==> src/rtl/act_serializer_pkg.sv <==
// ---------------------------------------------------------------------------
// act_serializer_pkg
//   Shared definitions for the bit-serial activation path.
//   The serializer, accumulator register and adder tree all import this
//   package, so the lane count and operand width defaults agree across blocks.
//
//   ACT_M_DEF  : default number of activation lanes (one per adder-tree input)
//   ACT_PA_DEF : default operand width, which is also the serial bit-cycles
//                per operand
//   ser_state_e: serializer FSM states
// ---------------------------------------------------------------------------
package act_serializer_pkg;

    localparam int ACT_M_DEF  = 16;
    localparam int ACT_PA_DEF = 8;

    typedef enum logic [1:0] {
        IDLE  = 2'd0,
        SHIFT = 2'd1,
        FLUSH = 2'd2
    } ser_state_e;

endpackage

==> src/rtl/act_serializer_lane_buf.sv <==
// ---------------------------------------------------------------------------
// act_lane_buf
//   Single-entry pending buffer holding one full operand vector (all lanes).
//   It lets the upstream producer hand over the next operand while the
//   current one is still being shifted out.
//
//   Ports
//     clk, rst_n : clock, asynchronous active-low reset
//     clr        : drop the entry (flush); takes priority over write
//     wr_en      : capture wr_data and mark the entry full
//     wr_data    : operand vector, M lanes of Pa bits
//     rd_en      : entry consumed this cycle; it empties and its data clears
//     valid      : entry full
//     data       : stored operand vector
// ---------------------------------------------------------------------------
module act_lane_buf
    import act_serializer_pkg::*;
#(
    parameter int M  = ACT_M_DEF,
    parameter int Pa = ACT_PA_DEF
) (
    input  logic            clk,
    input  logic            rst_n,
    input  logic            clr,
    input  logic            wr_en,
    input  logic [M*Pa-1:0] wr_data,
    input  logic            rd_en,
    output logic            valid,
    output logic [M*Pa-1:0] data
);

    logic            valid_q, valid_d;
    logic [M*Pa-1:0] data_q,  data_d;

    always_comb begin
        valid_d = valid_q;
        data_d  = data_q;
        if (clr) begin
            valid_d = 1'b0;
            data_d  = '0;
        end else if (wr_en) begin
            valid_d = 1'b1;
            data_d  = wr_data;
        end else if (rd_en) begin
            // Empty entries are kept at zero so a stale operand never lingers.
            valid_d = 1'b0;
            data_d  = '0;
        end
    end

    always_ff @(posedge clk or negedge rst_n) begin
        if (!rst_n) begin
            valid_q <= 1'b0;
            data_q  <= '0;
        end else begin
            valid_q <= valid_d;
            data_q  <= data_d;
        end
    end

    assign valid = valid_q;
    assign data  = data_q;

endmodule

==> src/rtl/act_serializer.sv <==
// ---------------------------------------------------------------------------
// act_serializer
//   Converts parallel activation operand vectors into LSB-first bit streams,
//   one bit per lane per cycle, and generates the control strobes for the
//   downstream shift-accumulate register.
//
//   Ports
//     clk, rst_n : clock, asynchronous active-low reset
//     in_valid   : in_act holds a valid operand vector
//     in_ready   : operand accepted this cycle (combinational)
//     in_act     : M lanes of Pa-bit two's complement operands, lane k at
//                  bits [k*Pa +: Pa]
//     flush      : abort current/pending operands, clear the accumulator
//     act_bits   : current serial bit of every lane
//     w_and_s    : accumulator write-and-shift enable
//     cl_en      : accumulator clear/load enable
//     msb_flag   : act_bits carries the sign bit (bit Pa-1)
//     res_valid  : accumulator holds a completed result this cycle
//
//   Handshake at cycle t in IDLE: bit n appears at t+1+n, res_valid at t+Pa+1.
//   A pending operand (or a handshake on the last bit) starts at count 0 the
//   cycle right after the last bit, so back-to-back operands have no bubble.
//   Pa must be at least 2.
// ---------------------------------------------------------------------------
module act_serializer
    import act_serializer_pkg::*;
#(
    parameter int M  = ACT_M_DEF,
    parameter int Pa = ACT_PA_DEF
) (
    input  logic            clk,
    input  logic            rst_n,
    input  logic            in_valid,
    output logic            in_ready,
    input  logic [M*Pa-1:0] in_act,
    input  logic            flush,
    output logic [M-1:0]    act_bits,
    output logic            w_and_s,
    output logic            cl_en,
    output logic            msb_flag,
    output logic            res_valid
);

    localparam int             CW       = $clog2(Pa);
    localparam logic [CW-1:0]  CNT_LAST = CW'(Pa - 1);

    // -----------------------------------------------------------------------
    // State
    // -----------------------------------------------------------------------
    ser_state_e             state_q, state_d;
    logic [CW-1:0]          cnt_q,   cnt_d;
    logic [M-1:0][Pa-1:0]   cur_q,   cur_d;     // lanes shift right, bit 0 = current bit

    logic [M-1:0]           act_bits_q,  act_bits_d;
    logic                   w_and_s_q,   w_and_s_d;
    logic                   cl_en_q,     cl_en_d;
    logic                   msb_flag_q,  msb_flag_d;
    logic                   res_valid_q, res_valid_d;

    // -----------------------------------------------------------------------
    // Pending buffer
    // -----------------------------------------------------------------------
    logic                   pend_valid;
    logic [M*Pa-1:0]        pend_data;
    logic                   pend_wr, pend_rd;
    logic [M-1:0][Pa-1:0]   in_lanes, pend_lanes;

    logic                   hs;
    logic                   last_bit;

    assign in_lanes   = in_act;
    assign pend_lanes = pend_data;

    assign in_ready = !pend_valid && (state_q != FLUSH) && !flush;
    assign hs       = in_valid && in_ready;
    assign last_bit = (state_q == SHIFT) && (cnt_q == CNT_LAST);

    // Park the operand only if the current one still has bits to go; a
    // handshake on the last bit loads the shift register directly instead.
    assign pend_wr = hs && (state_q == SHIFT) && !last_bit;
    assign pend_rd = last_bit && pend_valid && !flush;

    act_lane_buf #(
        .M  (M),
        .Pa (Pa)
    ) u_pend (
        .clk     (clk),
        .rst_n   (rst_n),
        .clr     (flush),
        .wr_en   (pend_wr),
        .wr_data (in_act),
        .rd_en   (pend_rd),
        .valid   (pend_valid),
        .data    (pend_data)
    );

    // -----------------------------------------------------------------------
    // Next-state logic
    // -----------------------------------------------------------------------
    always_comb begin
        state_d = state_q;
        cnt_d   = cnt_q;
        cur_d   = cur_q;

        if (flush) begin
            state_d = FLUSH;
            cnt_d   = '0;
            cur_d   = '0;
        end else begin
            unique case (state_q)
                IDLE: begin
                    if (hs) begin
                        state_d = SHIFT;
                        cnt_d   = '0;
                        cur_d   = in_lanes;
                    end
                end
                SHIFT: begin
                    if (!last_bit) begin
                        cnt_d = cnt_q + 1'b1;
                        for (int k = 0; k < M; k++) begin
                            cur_d[k] = cur_q[k] >> 1;
                        end
                    end else begin
                        cnt_d = '0;
                        if (pend_valid) begin
                            cur_d = pend_lanes;
                        end else if (hs) begin
                            cur_d = in_lanes;
                        end else begin
                            state_d = IDLE;
                            cur_d   = '0;
                        end
                    end
                end
                FLUSH: begin
                    state_d = IDLE;
                end
                default: begin
                    state_d = IDLE;
                    cnt_d   = '0;
                    cur_d   = '0;
                end
            endcase
        end
    end

    // -----------------------------------------------------------------------
    // Registered outputs, derived from the next state so they line up with
    // the state they describe.
    // -----------------------------------------------------------------------
    always_comb begin
        act_bits_d = '0;
        if (state_d == SHIFT) begin
            for (int k = 0; k < M; k++) begin
                act_bits_d[k] = cur_d[k][0];
            end
        end
        w_and_s_d   = (state_d == SHIFT);
        cl_en_d     = ((state_d == SHIFT) && (cnt_d == '0)) || (state_d == FLUSH);
        msb_flag_d  = (state_d == SHIFT) && (cnt_d == CNT_LAST);
        // The accumulator finishes one cycle after the sign bit; a flush in
        // that last-bit cycle kills the result.
        res_valid_d = last_bit && !flush;
    end

    always_ff @(posedge clk or negedge rst_n) begin
        if (!rst_n) begin
            state_q     <= IDLE;
            cnt_q       <= '0;
            cur_q       <= '0;
            act_bits_q  <= '0;
            w_and_s_q   <= 1'b0;
            cl_en_q     <= 1'b0;
            msb_flag_q  <= 1'b0;
            res_valid_q <= 1'b0;
        end else begin
            state_q     <= state_d;
            cnt_q       <= cnt_d;
            cur_q       <= cur_d;
            act_bits_q  <= act_bits_d;
            w_and_s_q   <= w_and_s_d;
            cl_en_q     <= cl_en_d;
            msb_flag_q  <= msb_flag_d;
            res_valid_q <= res_valid_d;
        end
    end

    assign act_bits  = act_bits_q;
    assign w_and_s   = w_and_s_q;
    assign cl_en     = cl_en_q;
    assign msb_flag  = msb_flag_q;
    assign res_valid = res_valid_q;

endmodule

==> config.mk <==
export PLATFORM = sky130hd
export DESIGN_NAME = act_serializer
export DESIGN_NICKNAME = d
export VERILOG_FILES = /design/src/rtl/act_serializer_pkg.sv /design/src/rtl/act_serializer_lane_buf.sv /design/src/rtl/act_serializer.sv
export SDC_FILE = /design/constraint.sdc
export NUM_CORES = 1
export LEC_CHECK = 0
export CELL_PAD_IN_SITES_DETAIL_PLACEMENT = 0
export CELL_PAD_IN_SITES_GLOBAL_PLACEMENT = 1
export CORE_ASPECT_RATIO = 1.75
export CORE_MARGIN = 3
export CORE_UTILIZATION = 40
export CTS_BUF_LIST = sky130_fd_sc_hd__clkbuf_4 sky130_fd_sc_hd__clkbuf_8
export DETAILED_ROUTE_END_ITERATION = 16
export GPL_TIMING_DRIVEN = 0
export PLACE_DENSITY = 0.74
export SETUP_SLACK_MARGIN = 0.02
export SYNTH_ARGS = -nofsm -noshare
export SYNTH_HDL_FRONTEND = slang
export SYNTH_SLANG_ARGS = --single-unit
==> constraint.sdc <==
create_clock -name clk -period 4 [get_ports clk]
set_input_delay 1.2 -clock clk [delete_from_list [all_inputs] [get_ports clk]]
set_output_delay 1.2 -clock clk [all_outputs]
set_load 0.01 [all_outputs]
==> impl_metrics.py, run 1 <==
metrics = {
    "die": {
        "core_um2": 27330,
        "die_w_um": 131.9,
        "io_pins": 153,
        "design.die.area_um2": 29870,
        "die_h_um": 226.4,
        "initial_utilization_pct": 40.63,
        "num_rows": 80,
    },
    "layout": {
        "fill_cells": 2531,
        "layout.nets": 1257,
        "synthToLayoutAreaGrowth_pct": 26.19,
        "drive_gt1_share_pct": 12.06,
        "finish.instance_area_um2": 14010,
        "final_cells": 1523,
    },
    "synthesis": {
        "ys.flop_type": "dfrtp_1",
        "synth_top_area_share_pct": 59.96,
        "yosys_warnings": 0,
        "synth_compound_area_share_pct": 32.21,
        "synth_edf_count": 0,
        "synthAdderAreaFrac_pct": 0.2254,
        "ys_ff_latch": 266,
        "yosysSeqAreaShare_pct": 59.96,
        "async_reset_ff_share_pct": 100.0,
        "synth_area_leader_cell": "dfrtp_1",
        "synth.mux.area_fraction_pct": 0.09016,
        "synthCells": 925,
        "syn_area_per_cell_um2": 12.00,
        "ys_types": 37,
        "synth_simple_gate_area_share_pct": 3.020,
        "synth_xor_area_share_pct": 0,
        "synth_top_family_by_area": "compound AO/OA/AOI/OAI gates",
        "synth_nets": 1059,
        "synth.area.top_cells": "dfrtp_1 60%, a22oi_1 14%, a22o_1 10%, o21ai_1 4.8%, buf_2 1.9%",
        "synth_area_um2": 11100,
    },
    "detailed_routing": {
        "post_drt_wl_per_cell_um": 22.65,
        "via_count": 8914,
        "viasPerCell": 5.853,
        "antenna_left": 0,
        "drc_errors": 0,
        "dr.pass1.iters": 5,
        "drt_iter0_drc": 676,
        "wl_um": 34500,
    },
    "worst_setup_path": {
        "critPathLaunchType": "input port",
        "rrSetupSlack_ns": 1.50,
        "slowest_stage": "clkdlybuf4s50_1",
        "cp_cell_sequence": "clkdlybuf4s50_1 > buf_4 > a211oi_2 > clkdlybuf4s50_1",
        "cp-end-kind": "primary output",
        "arrival_ns": 2.66,
        "crit_fanout": 10,
        "cpPeakStageDelay_ns": 0.63,
        "cp_common_cell": "clkdlybuf4s50_1",
        "critPathKind": "in2out",
        "ff2ff_path_depth": 9,
        "cp_data_required_time_ns": 2.80,
    },
    "status": {
        "status": "complete, no violations",
    },
    "sta": {
        "clock_skew_ns": 0.02666,
        "worstMarginPinSlew_ns": 0.8472,
        "finalSetupViolations": 0,
        "setup_tns_ns": 0,
        "setup_slack_ns": 0.1392,
        "hold_viol_final": 0,
        "timing.final.max_slew_violations": 0,
        "min_period_ns": 3.861,
        "grt_setup_unrepaired": "false",
        "period_share_pct": 96.52,
        "max_freq_mhz": 259.0,
        "max_slew_margin_pct": 43.52,
    },
    "clocking": {
        "ctsHoldBuffers": 0,
        "clk_transition_reported_paths_ns": 0.06,
        "cts_tree": "yes",
        "cts-root-buf": "clkbuf_8",
        "cts.sinks": 266,
        "cts_setup_buffers": 0,
        "cts_htree_levels": 2,
        "clockBufferDepth": 3,
        "clk_latency_ns": 0.57,
        "cts_resized": 0,
        "cts_buffers": 42,
    },
    "power_and_ir_drop": {
        "cellLeakagePower_nw": 5.973,
        "switching_share_pct": 24.54,
        "internal_power_mw": 4.223,
        "power_frac_seq_pct": 48.9,
        "clkPwrFrac_pct": 42.9,
        "power.total_mw": 5.597,
        "power_frac_comb_pct": 8.2,
        "power_switching_mw": 1.374,
        "p_per_area_nw_per_um2": 399.5,
        "ir_drop_v": 0.0002316,
    },
    "placement": {
        "io_buffers": 152,
        "gp_congestion": 0.7965,
        "pre_cts_ws_ns": 0.1612,
        "post-place-cells": 1448,
        "place_area_um2": 13150,
        "dp_hpwl_um": 22830,
    },
    "grt": {
        "grt_max_degree": 121,
        "grt_pass1_wl_um": 54030,
        "grt_antenna_before_repair": 2,
        "grt_overflow": 0,
        "grt_pass1_vias": 9307,
        "grt.total_usage_pct": 22.98,
    },
    "hold_path": {
        "hold_path_class": "reg2reg",
        "min_path_cells": 2,
    },
    "job": {
        "drv_cap": 0,
    },
}
==> kinds of logic after synthesis <==
kind of cell,count (synthesis)
AOI/OAI and AO/OA,491
DFF,266
buffers and inverters,103
and+or+nand+nor,62
adders and majority gates,2
muxes,1
==> synthesized netlist by cell type (3+ instances only) <==
| cell type | number |
|---|---|
| nand2_1 | 23 |
| a21oi_1 | 3 |
| buf_1 | 4 |
| a31oi_1 | 16 |
| inv_1 | 3 |
| a22o_1 | 128 |
| a211oi_1 | 5 |
| a221oi_1 | 4 |
| dfrtp_1 | 266 |
| buf_4 | 9 |
| o21ai_1 | 107 |
| buf_2 | 43 |
| clkbuf_1 | 39 |
| o21ai_0 | 4 |
| nor2_1 | 10 |
| nor2b_1 | 18 |
| o2bb2ai_1 | 16 |
| a22oi_1 | 201 |
| buf_6 | 3 |
==> power by group through the flow <==
stage               Sequential (mW)  Clock, mW  Combinational (mW)
floorplan                      2.78          0               0.148
global placement               2.79          0               0.452
detailed placement             2.79          0               0.460
CTS                            2.74       2.46               0.462
global route                   2.74       2.58               0.494
finish                         2.74       2.40               0.457
==> worst max-delay path, delay by kind of cell <==
| family | cells | cell delay (ns) |
|---|---|---|
| AOI/OAI and AO/OA | 1 | 0.22 |
| buffers and inverters | 3 | 1.24 |
==> cell usage in the layout (no fill, tap or decap), types with 2 or more instances in the layout <==
cell type        instances
dfrtp_1                266
a22oi_1                201
clkdlybuf4s50_1        151
a22o_1                 128
o21ai_1                107
clkbuf_8                51
buf_2                   43
clkbuf_1                39
nand2_1                 23
nor2b_1                 18
clkbuf_4                17
a31oi_1                 16
o2bb2ai_1               16
nor2_1                  10
buf_4                    9
a211oi_1                 5
clkinv_2                 5
o21ai_0                  4
buf_1                    4
a221oi_1                 4
inv_1                    3
buf_6                    3
a21oi_1                  3
nand2b_1                 2
a21o_1                   2
nor3b_1                  2
clkbuf_2                 2
ha_1                     2
buf_16                   2
==> per-layer routing <==
layer / up-vias / global-route usage, % / part of all wire [%]
met4: 2 / 8.206 / 2.8
li1: 4001 / - / -
met5: - / 0 / 0.038
met1: 4571 / 28.77 / 41
met3: 62 / 4.130 / 5.2
met2: 278 / 40.05 / 51
==> flip-flops by register name (all words and copies together), names as in the netlist <==
signal	flops
u_pend.data	128
cur_q	112
act_bits	16
cnt_q	3
state_q	2
cl_en	1
msb_flag	1
res_valid	1
u_pend.valid	1
w_and_s	1
==> through the flow <==
stage	hold slack, ns	util, %
after global routing	0.5136	51.27
after detailed placement	0.4821	48.10
after global placement	0.4701	47.88
after CTS	0.4970	51.26
after floorplan	0.4556	-
final	0.4937	51.27
==> layout make-up <==
| type | instances | area, µm² | area share [%] |
|---|---|---|---|
| flip-flops and latches | 266 | 6656 | 47.51 |
| multi-input cells | 556 | 3946 | 28.17 |
| repair buffers | 154 | 1582 | 11.29 |
| clock buffers | 68 | 829.5 | 5.921 |
| plain buffers | 100 | 488.0 | 3.483 |
| well taps | 369 | 461.7 | 3.296 |
| clock inverters | 6 | 32.53 | 0.2322 |
| inverters | 3 | 11.26 | 0.08038 |
| diodes | 1 | 2.502 | 0.01786 |
==> path summary, 6_finish.rpt <==
kind,startpoint,to
worst max register to register,cnt_q[0]$_DFF_PN0_,u_pend.data[43]$_DFFE_PN0P_
worst min-delay path,cur_q[31]$_DFFE_PN0P_,cur_q[31]$_DFFE_PN0P_
min in group asynchronous,rst_n,u_pend.data[101]$_DFFE_PN0P_
worst min register to register,cur_q[31]$_DFFE_PN0P_,cur_q[31]$_DFFE_PN0P_
worst max-delay path,flush,in_ready
max in group asynchronous,rst_n,cur_q[45]$_DFFE_PN0P_
Power figures use the tool's default switching activity.
==> run 2: changes to the inputs <==
ABC_CLOCK_PERIOD_IN_PS = 5000   (was unset)
clock period = 5 ns   (was 4 ns; I/O delays follow)
==> results of run 2 <==
Same layout as run 1 (identical final DEF). Status: complete, no violations.
Among the figures that moved: setup slack after placement 0.1612 ns -> 0.5612 ns; setup slack after layout 0.1392 ns -> 0.5392 ns; register-to-register setup slack 1.50 ns -> 2.50 ns; total power 5.597 mW -> 4.478 mW; worst IR drop on VDD 0.0002316 V -> 0.0001853 V
==> run 3: changes to the inputs <==
CTS_CLUSTER_SIZE = 24   (was unset)
==> results of run 3 <==
Same layout as run 1 (identical final DEF). Status: complete, no violations.
Among the figures that moved: setup slack after placement 0.1612 ns -> 0.5612 ns; setup slack after layout 0.1392 ns -> 0.5392 ns; register-to-register setup slack 1.50 ns -> 2.50 ns; total power 5.597 mW -> 4.478 mW; worst IR drop on VDD 0.0002316 V -> 0.0001853 V
